===== src/rtl/tx_link_if.sv =====
// Link-controller handshake bundle: link control inputs from the LMFC/SYNC side
// and per-lane enables toward the character mux and ILA generators.
interface tx_link_if #(
  parameter int LANES  = 4,
  parameter int RCNT_W = 8
);
  logic              EN;
  logic              SYNC;
  logic              LMFC_SYNCED;
  logic [LANES-1:0]  LMFC_MS;
  logic              FRAME_STB;
  logic [LANES-1:0]  LANE_EN;
  logic              LMFC_EN;
  logic [LANES-1:0]  CGS_EN;
  logic [LANES-1:0]  ILA_EN;
  logic [LANES-1:0]  CHAR_EN;
  logic [7:0]        ILA_MF_IDX;
  logic [4:0]        STATE;
  logic [RCNT_W-1:0] RESYNC_CNT;

  modport master (
    output EN, SYNC, LMFC_SYNCED, LMFC_MS, FRAME_STB, LANE_EN,
    input  LMFC_EN, CGS_EN, ILA_EN, CHAR_EN, ILA_MF_IDX, STATE, RESYNC_CNT
  );

  modport slave (
    input  EN, SYNC, LMFC_SYNCED, LMFC_MS, FRAME_STB, LANE_EN,
    output LMFC_EN, CGS_EN, ILA_EN, CHAR_EN, ILA_MF_IDX, STATE, RESYNC_CNT
  );
endinterface


===== src/rtl/tx_link_fsm.sv =====
// JESD204 transmit link controller: LMFC align -> CGS -> counted ILA -> DATA,
// with lane masking, SYNC-loss filtering and a saturating resync counter.
module tx_link_fsm #(
  parameter int LANES           = 4,
  parameter int ILA_MF          = 4,
  parameter int SYNC_ERR_FRAMES = 4,
  parameter int RCNT_W          = 8
) (
  input  logic       CLK,
  input  logic       RST_n,
  tx_link_if.slave   lnk
);

  typedef enum logic [4:0] {
    ST_IDLE  = 5'b00001,
    ST_ALIGN = 5'b00010,
    ST_CGS   = 5'b00100,
    ST_ILA   = 5'b01000,
    ST_DATA  = 5'b10000
  } state_t;

  localparam logic [7:0] ILA_LAST = 8'(ILA_MF - 1);
  localparam logic [7:0] LO_LAST  = 8'(SYNC_ERR_FRAMES - 1);

  state_t            state_r, state_s;
  logic [7:0]        ila_cnt_r, ila_cnt_s;
  logic [7:0]        lo_cnt_r, lo_cnt_s;
  logic [RCNT_W-1:0] resync_cnt_r, resync_cnt_s;
  logic              resync_ev_s;
  logic              mf_s;
  logic              link_up_s;

  assign mf_s      = |(lnk.LMFC_MS & lnk.LANE_EN);
  assign link_up_s = (state_r == ST_CGS) || (state_r == ST_ILA) || (state_r == ST_DATA);

  // Next-state and counter update, EN and LMFC loss take priority over normal flow.
  always_comb begin
    state_s      = state_r;
    ila_cnt_s    = ila_cnt_r;
    lo_cnt_s     = lo_cnt_r;
    resync_cnt_s = resync_cnt_r;
    resync_ev_s  = 1'b0;
    if (!lnk.EN) begin
      state_s = ST_IDLE;
    end else if (!lnk.LMFC_SYNCED && link_up_s) begin
      state_s = ST_ALIGN;
    end else begin
      case (state_r)
        ST_IDLE: state_s = ST_ALIGN;
        ST_ALIGN: begin
          if (lnk.LMFC_SYNCED) state_s = ST_CGS;
          else                 state_s = ST_ALIGN;
        end
        ST_CGS: begin
          if (lnk.SYNC && mf_s) begin
            state_s   = ST_ILA;
            ila_cnt_s = 8'd0;
          end else begin
            state_s = ST_CGS;
          end
        end
        ST_ILA: begin
          if (!lnk.SYNC) begin
            state_s     = ST_CGS;
            resync_ev_s = 1'b1;
          end else if (mf_s) begin
            if (ila_cnt_r == ILA_LAST) begin
              state_s  = ST_DATA;
              lo_cnt_s = 8'd0;
            end else begin
              ila_cnt_s = ila_cnt_r + 8'd1;
            end
          end else begin
            state_s = ST_ILA;
          end
        end
        ST_DATA: begin
          // Only frame-qualified SYNC-low samples advance the loss filter.
          if (lnk.SYNC) begin
            lo_cnt_s = 8'd0;
          end else if (lnk.FRAME_STB) begin
            if (lo_cnt_r == LO_LAST) begin
              state_s     = ST_CGS;
              resync_ev_s = 1'b1;
            end else begin
              lo_cnt_s = lo_cnt_r + 8'd1;
            end
          end else begin
            lo_cnt_s = lo_cnt_r;
          end
        end
        default: state_s = ST_IDLE;
      endcase
    end
    if (resync_ev_s && (resync_cnt_r != {RCNT_W{1'b1}})) begin
      resync_cnt_s = resync_cnt_r + RCNT_W'(1);
    end else begin
      resync_cnt_s = resync_cnt_r;
    end
  end

  // State and counter registers with synchronous active-low reset.
  always_ff @(posedge CLK) begin
    if (!RST_n) begin
      state_r      <= ST_IDLE;
      ila_cnt_r    <= 8'd0;
      lo_cnt_r     <= 8'd0;
      resync_cnt_r <= {RCNT_W{1'b0}};
    end else begin
      state_r      <= state_s;
      ila_cnt_r    <= ila_cnt_s;
      lo_cnt_r     <= lo_cnt_s;
      resync_cnt_r <= resync_cnt_s;
    end
  end

  assign lnk.LMFC_EN    = (state_r != ST_IDLE);
  assign lnk.CGS_EN     = {LANES{state_r == ST_CGS}}  & lnk.LANE_EN;
  assign lnk.ILA_EN     = {LANES{state_r == ST_ILA}}  & lnk.LANE_EN;
  assign lnk.CHAR_EN    = {LANES{state_r == ST_DATA}} & lnk.LANE_EN;
  assign lnk.ILA_MF_IDX = ila_cnt_r;
  assign lnk.STATE      = state_r;
  assign lnk.RESYNC_CNT = resync_cnt_r;

endmodule

===== src/flat_wrapper.sv =====
// flat-port wrapper written by rule: the top's interface ports become plain ports
module tx_link_fsm_flat 
#(
  parameter int LANES           = 4,
  parameter int ILA_MF          = 4,
  parameter int SYNC_ERR_FRAMES = 4,
  parameter int RCNT_W          = 8
)
  (CLK, RST_n, lnk_EN, lnk_SYNC, lnk_LMFC_SYNCED, lnk_LMFC_MS, lnk_FRAME_STB, lnk_LANE_EN, lnk_LMFC_EN, lnk_CGS_EN, lnk_ILA_EN, lnk_CHAR_EN, lnk_ILA_MF_IDX, lnk_STATE, lnk_RESYNC_CNT);
  tx_link_if #(.LANES(LANES), .RCNT_W(RCNT_W)) lnk_i ();
  input  logic CLK;
  input  logic RST_n;
  input wire logic [$bits(lnk_i.EN)-1:0] lnk_EN;
  input wire logic [$bits(lnk_i.SYNC)-1:0] lnk_SYNC;
  input wire logic [$bits(lnk_i.LMFC_SYNCED)-1:0] lnk_LMFC_SYNCED;
  input wire logic [$bits(lnk_i.LMFC_MS)-1:0] lnk_LMFC_MS;
  input wire logic [$bits(lnk_i.FRAME_STB)-1:0] lnk_FRAME_STB;
  input wire logic [$bits(lnk_i.LANE_EN)-1:0] lnk_LANE_EN;
  output wire logic [$bits(lnk_i.LMFC_EN)-1:0] lnk_LMFC_EN;
  output wire logic [$bits(lnk_i.CGS_EN)-1:0] lnk_CGS_EN;
  output wire logic [$bits(lnk_i.ILA_EN)-1:0] lnk_ILA_EN;
  output wire logic [$bits(lnk_i.CHAR_EN)-1:0] lnk_CHAR_EN;
  output wire logic [$bits(lnk_i.ILA_MF_IDX)-1:0] lnk_ILA_MF_IDX;
  output wire logic [$bits(lnk_i.STATE)-1:0] lnk_STATE;
  output wire logic [$bits(lnk_i.RESYNC_CNT)-1:0] lnk_RESYNC_CNT;
  assign lnk_i.EN = lnk_EN;
  assign lnk_i.SYNC = lnk_SYNC;
  assign lnk_i.LMFC_SYNCED = lnk_LMFC_SYNCED;
  assign lnk_i.LMFC_MS = lnk_LMFC_MS;
  assign lnk_i.FRAME_STB = lnk_FRAME_STB;
  assign lnk_i.LANE_EN = lnk_LANE_EN;
  assign lnk_LMFC_EN = lnk_i.LMFC_EN;
  assign lnk_CGS_EN = lnk_i.CGS_EN;
  assign lnk_ILA_EN = lnk_i.ILA_EN;
  assign lnk_CHAR_EN = lnk_i.CHAR_EN;
  assign lnk_ILA_MF_IDX = lnk_i.ILA_MF_IDX;
  assign lnk_STATE = lnk_i.STATE;
  assign lnk_RESYNC_CNT = lnk_i.RESYNC_CNT;
  tx_link_fsm #(.LANES(LANES), .ILA_MF(ILA_MF), .SYNC_ERR_FRAMES(SYNC_ERR_FRAMES), .RCNT_W(RCNT_W)) u_core (.CLK(CLK), .RST_n(RST_n), .lnk(lnk_i));
endmodule

===== config.mk =====
export PLATFORM = sky130hd
export DESIGN_NAME = tx_link_fsm_flat
export DESIGN_NICKNAME = d
export VERILOG_FILES = /design/src/rtl/tx_link_if.sv /design/src/rtl/tx_link_fsm.sv /design/src/flat_wrapper.sv
export SDC_FILE = /design/constraint.sdc
export NUM_CORES = 1
export LEC_CHECK = 0
export CAP_MARGIN = 20
export CORE_MARGIN = 10
export CORE_UTILIZATION = 30
export CTS_CLUSTER_DIAMETER = 60
export DETAILED_ROUTE_END_ITERATION = 8
export MAX_ROUTING_LAYER = met4
export SLEW_MARGIN = 30
export SYNTH_ARGS = -nofsm -noshare
export SYNTH_HDL_FRONTEND = slang
export SYNTH_SLANG_ARGS = --single-unit

===== constraint.sdc =====
create_clock -name CLK -period 2.37 [get_ports CLK]
set_input_delay 0.3555 -clock CLK [delete_from_list [all_inputs] [get_ports CLK]]
set_output_delay 0.3555 -clock CLK [all_outputs]
set_load 0.02 [all_outputs]

==> metrics.txt, run 1 <==
final hold vios 0; CTS buffer count 5; CP Max Fanout 10; Logic pwr share 10.0%; hold path cells 1; combinational family with the most area after synthesis simple AND/OR/NAND/NOR gates; Max Clock Skew about 7.0 ps; mapped cell area roughly 1800 µm²; layout overhead on the synthesized area 47.8%; core area 5890 µm²; fmax around 440 MHz; PortBufs 47; sw power around 270 µW; layout net count around 310; grt ovf 0; critical path launch point type flip-flop; Max Root-Sink Buffers 2; final number of setup-violating endpoints 0; Rel. slew slack 51.9%; synth unique cells between 40 and 50; CP Capture Type output pin; Reg-to-Reg End u_core.lo_cnt_r[6]$_SDFFE_PN0P_; drt wl/cell between 10 and 15 µm; Cells after Synth between 200 and 250; TritonCTS clock tree built; EDFF count, synth 0; DRT Wirelength about 5.4 mm; Starting DRT DRC Count 73; post-synthesis average cell area 8.04 µm²; Max IR drop VDD roughly 0.17 mV; final slew viol count 0; Cell Int Power 890 µW; DR vias approximately 2,000; Final WS setup 99.3 ps; Yosys top cell area share about a third; commonest cells after routing, fill and taps aside clkdlybuf4s50_1, buf_4, dfxtp_1; Synth Area in Adders 2.08%; number of vias per cell around 5.4; Post-Synth XOR/XNOR Area 0.484%; Post-synth ARST share 0%; biggest cell delay along the critical path 610 ps; final period utilization between 90% and 100%; layout cells sized above 1 16.3%; Power, Total roughly 1200 µW; vias in the first global route 1,901; mux cell area share after synthesis roughly 1.1%; clock transition at the registers of the reported paths roughly 70 ps; Static Leak 0.00105 µW; Max-Cap Viols 0; Main synth FF type dfxtp_1; R2R cell count 7; initial antenna violation count 0; # diodes 0; min cycle time layout 2270 ps; CP Data Required Time between 2000 and 2500 ps; most common cell after layout, fill and taps aside clkdlybuf4s50_1; Multi-input gate area between 1000 and 1500 µm²; io pins 48; Ys Warns 0; largest net degree at the start of global routing 22; Clk pwr share about 47%; Die Y 97.6 µm; compound-cell area share of the yosys netlist between 20 and 30%; P per Cell Area roughly 430 nW/µm²; reg2reg start u_core.lnk.STATE[2]$_SDFFE_PP0P_; CP endpoint lnk_CGS_EN[0]; Die Wd between 90 and 100 µm; Global Route Usage Sum between 10% and 20%; sequential area share after synthesis about a third; die area between 9000 and 10,000 µm²; Sink Count 29; critical path class reg -> out; worst-path cell chain nor2_1, and3_2, and2_1, clkdlybuf4s50_1; CTS root buf clkbuf_8; initial core utilization a little under a third; Simple-Gate Fraction of Synth Area about 34%; Worst path slowest cell clkdlybuf4s50_1; switch share about 23%; top cells by area, synth dfxtp_1, a21oi_1, or4_1; Hold Path Class reg -> reg; global-route wire length before repair about 9.0 mm; register area 584 µm²; drt pass-1 iters 4; cts hold-fix bufs 0; gpl congestion roughly 0.82; hpwl dp 4.14 mm; Worst Path Arrival between 1500 and 2000 ps; Tightest Pin Transition 716 ps; Layout Utilization 45.4%; DR DRC count 0; Clock Latency Late Sink between 200 and 300 ps; fillers just over 600; #FFs+latches synth 29; cell taking the most area after synthesis dfxtp_1; Seq pwr share approximately 43%; DRT antenna net count 0; r2r setup slk ~160 ps; # H-tree levels 2; status completed; synthesized net count between 200 and 250; dpl ws -113 ps; crit path from u_core.lnk.STATE[1]$_SDFFE_PN0P_; cell row count 28
==> final cells by class <==
cell class	count	area share, %
clock buffers	6	3.09
multi-input cells	176	43.6
clock inverters	2	1.40
repair buffers	76	25.7
inverters	6	0.843
flip-flops and latches	29	21.9
well taps	75	3.51
==> Yosys cell counts (all sizes together) (3+ instances only) <==
master,count
nor3,7
inv,6
nand2,11
buf,4
o21ai,16
a21oi,18
and2,9
nand4,6
nor2,10
nand3,10
o311ai,6
nor4,4
or4,12
ha,3
clkbuf,10
o31ai,10
nand3b,5
nand2b,3
and3,14
dfxtp,29
==> stage by stage <==
stage | setup TNS (ps) | instances | area [µm²] | hold slack, ps
6_report | 0 | 370 | 2670 | 476
5_1_grt | -4.61 | 370 | 2670 | 518
4_1_cts | 0 | 370 | 2650 | 488
3_5_place_dp | -992 | 361 | 2530 | 478
3_3_place_gp | -641 | 361 | 2530 | 469
2_1_floorplan | 0 | 225 | 1820 | 445
==> power groups by stage <==
stage | combinational [µW] | sequential, µW | clock (µW)
after floorplan | 49.9 | 507 | 0
after global placement | 114 | 508 | 0
after detailed placement | 114 | 507 | 0
after CTS | 116 | 496 | 561
after global routing | 127 | 497 | 579
final | 116 | 497 | 544
==> what timing repair did <==
| item | 4_1_cts | 5_1_grt |
|---|---|---|
| pin swaps | 1 | 0 |
| buffers inserted | 1 | 0 |
| endpoints found under the hold margin | 0 | 0 |
| resized for setup | 4 | 7 |
| setup endpoints to repair | 2 | 24 |
==> how the worst min path moves through the flow <==
stage                                     from                              end  slack [ps]
2_1_floorplan  u_core.lo_cnt_r[7]$_SDFFE_PN0P_  u_core.lo_cnt_r[7]$_SDFFE_PN0P_         450
3_3_place_gp   u_core.lo_cnt_r[7]$_SDFFE_PN0P_  u_core.lo_cnt_r[7]$_SDFFE_PN0P_         470
3_5_place_dp   u_core.lo_cnt_r[7]$_SDFFE_PN0P_  u_core.lo_cnt_r[7]$_SDFFE_PN0P_         480
4_1_cts        u_core.lo_cnt_r[7]$_SDFFE_PN0P_  u_core.lo_cnt_r[7]$_SDFFE_PN0P_         490
5_1_grt        u_core.lo_cnt_r[7]$_SDFFE_PN0P_  u_core.lo_cnt_r[7]$_SDFFE_PN0P_         520
6_report       u_core.lo_cnt_r[7]$_SDFFE_PN0P_  u_core.lo_cnt_r[7]$_SDFFE_PN0P_         480
==> layer usage <==
| metal | vias up | share of wire [%] | GRT usage, % |
|---|---|---|---|
| met5 | - | 0 | - |
| met2 | 41 | 47 | 18.0 |
| li1 | 1011 | - | - |
| met4 | 0 | 1.3 | 3.80 |
| met1 | 926 | 45 | 12.9 |
| met3 | 7 | 5.9 | 4.27 |
==> kinds of logic (layout without fill, tap and decap cells) <==
family / count (synthesis) / in the layout
simple gates: 101 / 101
compound gates: 69 / 69
flops: 29 / 29
buf+inv: 20 / 90
fa+ha+maj: 3 / 3
mux: 2 / 2
xor+xnor: 1 / 1
==> flip-flops by register name, summed over array words and instances, names as in the netlist <==
register / count
u_core.lnk.ILA_MF_IDX: 8
u_core.lnk.RESYNC_CNT: 8
u_core.lo_cnt_r: 8
u_core.lnk.STATE: 5
==> critical path: cells and delay by family (launching register included) <==
| kind | cells | cell delay (ps) |
|---|---|---|
| flops | 1 | 410 |
| simple gates | 3 | 620 |
| buf+inv | 1 | 610 |
Note: power is estimated with default switching activity, not from simulation.
==> run 2, diff against run 1 <==
==> constraint.sdc (replaced) <==
create_clock -name CLK -period 2.37 [get_ports CLK]
set_input_delay 0.3555 -clock CLK [delete_from_list [all_inputs] [get_ports CLK]]
set_output_delay 0.3555 -clock CLK [all_outputs]
set_load 0.005 [all_outputs]
==> metrics.txt, run 2 (synthesis gave the netlist of run 1 again) <==
status completed; final slew viol count 0; commonest cells after routing, fill and taps aside clkdlybuf4s50_1, dfxtp_1, buf_4; largest net degree at the start of global routing 22; worst-path cell chain buf_4, nor4_4, buf_4, and3_1, clkdlybuf4s50_1; fmax roughly 440 MHz; TritonCTS clock tree built; die area ~9500 µm²; global-route wire length before repair slightly below 9 mm; Clk pwr share between 40% and 50%; core area just under 6000 µm²; io pins between 40 and 50; final hold vios 0; switch share between 20% and 30%; Max IR drop VDD between 0.2 and 0.3 mV; critical path launch point type flip-flop; grt ovf 0; hold_ws approximately 470 ps; biggest cell delay along the critical path ~510 ps; P per Cell Area 433 nW/µm²; Tightest Pin Transition 509 ps; Starting DRT DRC Count 68; initial antenna violation count 0; Max Root-Sink Buffers 2; hpwl dp 4.08 mm; CP dominant cell by count buf_4; vias in the first global route 1,841; critical path class reg -> out; drt pass-1 iters 4; layout net count approximately 300; final number of setup-violating endpoints 0; CTS root buf clkbuf_8; # diodes 0; DR vias roughly 2,000; PortBufs 47; initial core utilization between 30% and 40%; number of vias per cell about 5.4; most common cell after layout, fill and taps aside clkdlybuf4s50_1; Global Route Usage Sum between 10 and 15%; CTS buffer count 5; Logic pwr share under 10%; sw power around 270 µW; Die Wd ~98 µm; CP Data Required Time 2010 ps; cell row count 28; Final Non-Filler Cells ~370; Max Clock Skew between 10 and 15 ps; Max-Cap Viols 0; layout overhead on the synthesized area 47.3%; layout cells sized above 1 between 15 and 20%; Clock Latency Late Sink around 290 ps; gpl congestion 0.844; DR DRC count 0; drt wl/cell about 15 µm; clock transition at the registers of the reported paths around 70 ps; # H-tree levels 2; CP Capture Type output pin; Static Leak 0.00100 µW; Sink Count 29; Rel. slew slack 66.1%; DRT Wirelength 5.36 mm; CP Max Fanout 8; DRT antenna net count 0; final period utilization 95.3%; min cycle time layout roughly 2300 ps; Hold Path Class reg -> reg; Worst path slowest cell clkdlybuf4s50_1; Worst Path Arrival around 1900 ps; placed cells between 300 and 400; Seq pwr share between 40 and 50%; RSZ-0062 raised after global routing no; Cell Int Power roughly 890 µW; Die Y approximately 98 µm
## run 2: changes by cell type in the layout (fill, tap and decap cells not counted), sizes merged
cell           previous run  this run
clkdlybuf4s50            42        47
dlygate4sd2               4         0
buf                      29        27
dlymetal6s2s              1         0
## run 2: area by class of cell
cell class / count / area (µm²)
fill: 595 / 3220
multi-input combinational: 176 / 1170
timing repair buffer: 74 / 673
sequential: 29 / 582
tap: 75 / 93.8
clock buffer: 6 / 82.6
clock inverter: 2 / 37.5
inverter: 6 / 22.5
## run 2: worst paths after layout
check | startpoint | to | slack, ps | cells after the start
worst min-delay path | u_core.lo_cnt_r[7]$_SDFFE_PN0P_ | u_core.lo_cnt_r[7]$_SDFFE_PN0P_ | 470 | 1
worst max register to register | u_core.lnk.STATE[4]$_SDFFE_PP0P_ | u_core.lnk.ILA_MF_IDX[3]$_SDFFE_PN0P_ | 160 | 6
worst min register to register | u_core.lo_cnt_r[7]$_SDFFE_PN0P_ | u_core.lo_cnt_r[7]$_SDFFE_PN0P_ | 470 | 1
worst max-delay path | u_core.lnk.STATE[2]$_SDFFE_PP0P_ | lnk_ILA_EN[1] | 110 | 5
## run 2: per-layer routing
| layer | wire length (µm) | global-route usage, % | vias up |
|---|---|---|---|
| li1 | - | - | 1010 |
| met1 | 2450 | 13.1 | 938 |
| met2 | 2500 | 17.3 | 41 |
| met3 | 325 | 4.20 | 8 |
| met4 | 84 | 3.80 | 0 |
| met5 | 0 | - | - |
## run 2: metrics by stage
step	total power, µW	utilization [%]	setup WS (ps)	TNS [ps]	instance area (µm²)
after global routing	1200	45.2	14.6	0	2660
after detailed placement	614	42.6	-90.5	-934	2510
after global placement	614	42.6	-50.0	-507	2510
after CTS	1170	44.6	5.03	0	2630
final	1150	45.2	111	0	2660
after floorplan	552	-	29.9	0	1810
## run 2: critical path: cells and delay by family (launching register included)
family	cells	cell delay, ps
AND/OR/NAND/NOR	2	410
buffers and inverters	3	850
flip-flops	1	370
## run 2: timing repair
item                                    in CTS  in global routing
hold buffers                                 0                  0
gates resized for setup                      0                  6
endpoints found under the setup margin       0                 19
setup buffers                                0                  1
## run 2: power by group through the flow
stage	clock network (µW)	registers (µW)	logic (µW)
3_3_place_gp	0	508	106
2_1_floorplan	0	504	47.5
4_1_cts	563	496	107
3_5_place_dp	0	508	106
6_report	550	496	108
5_1_grt	589	497	119
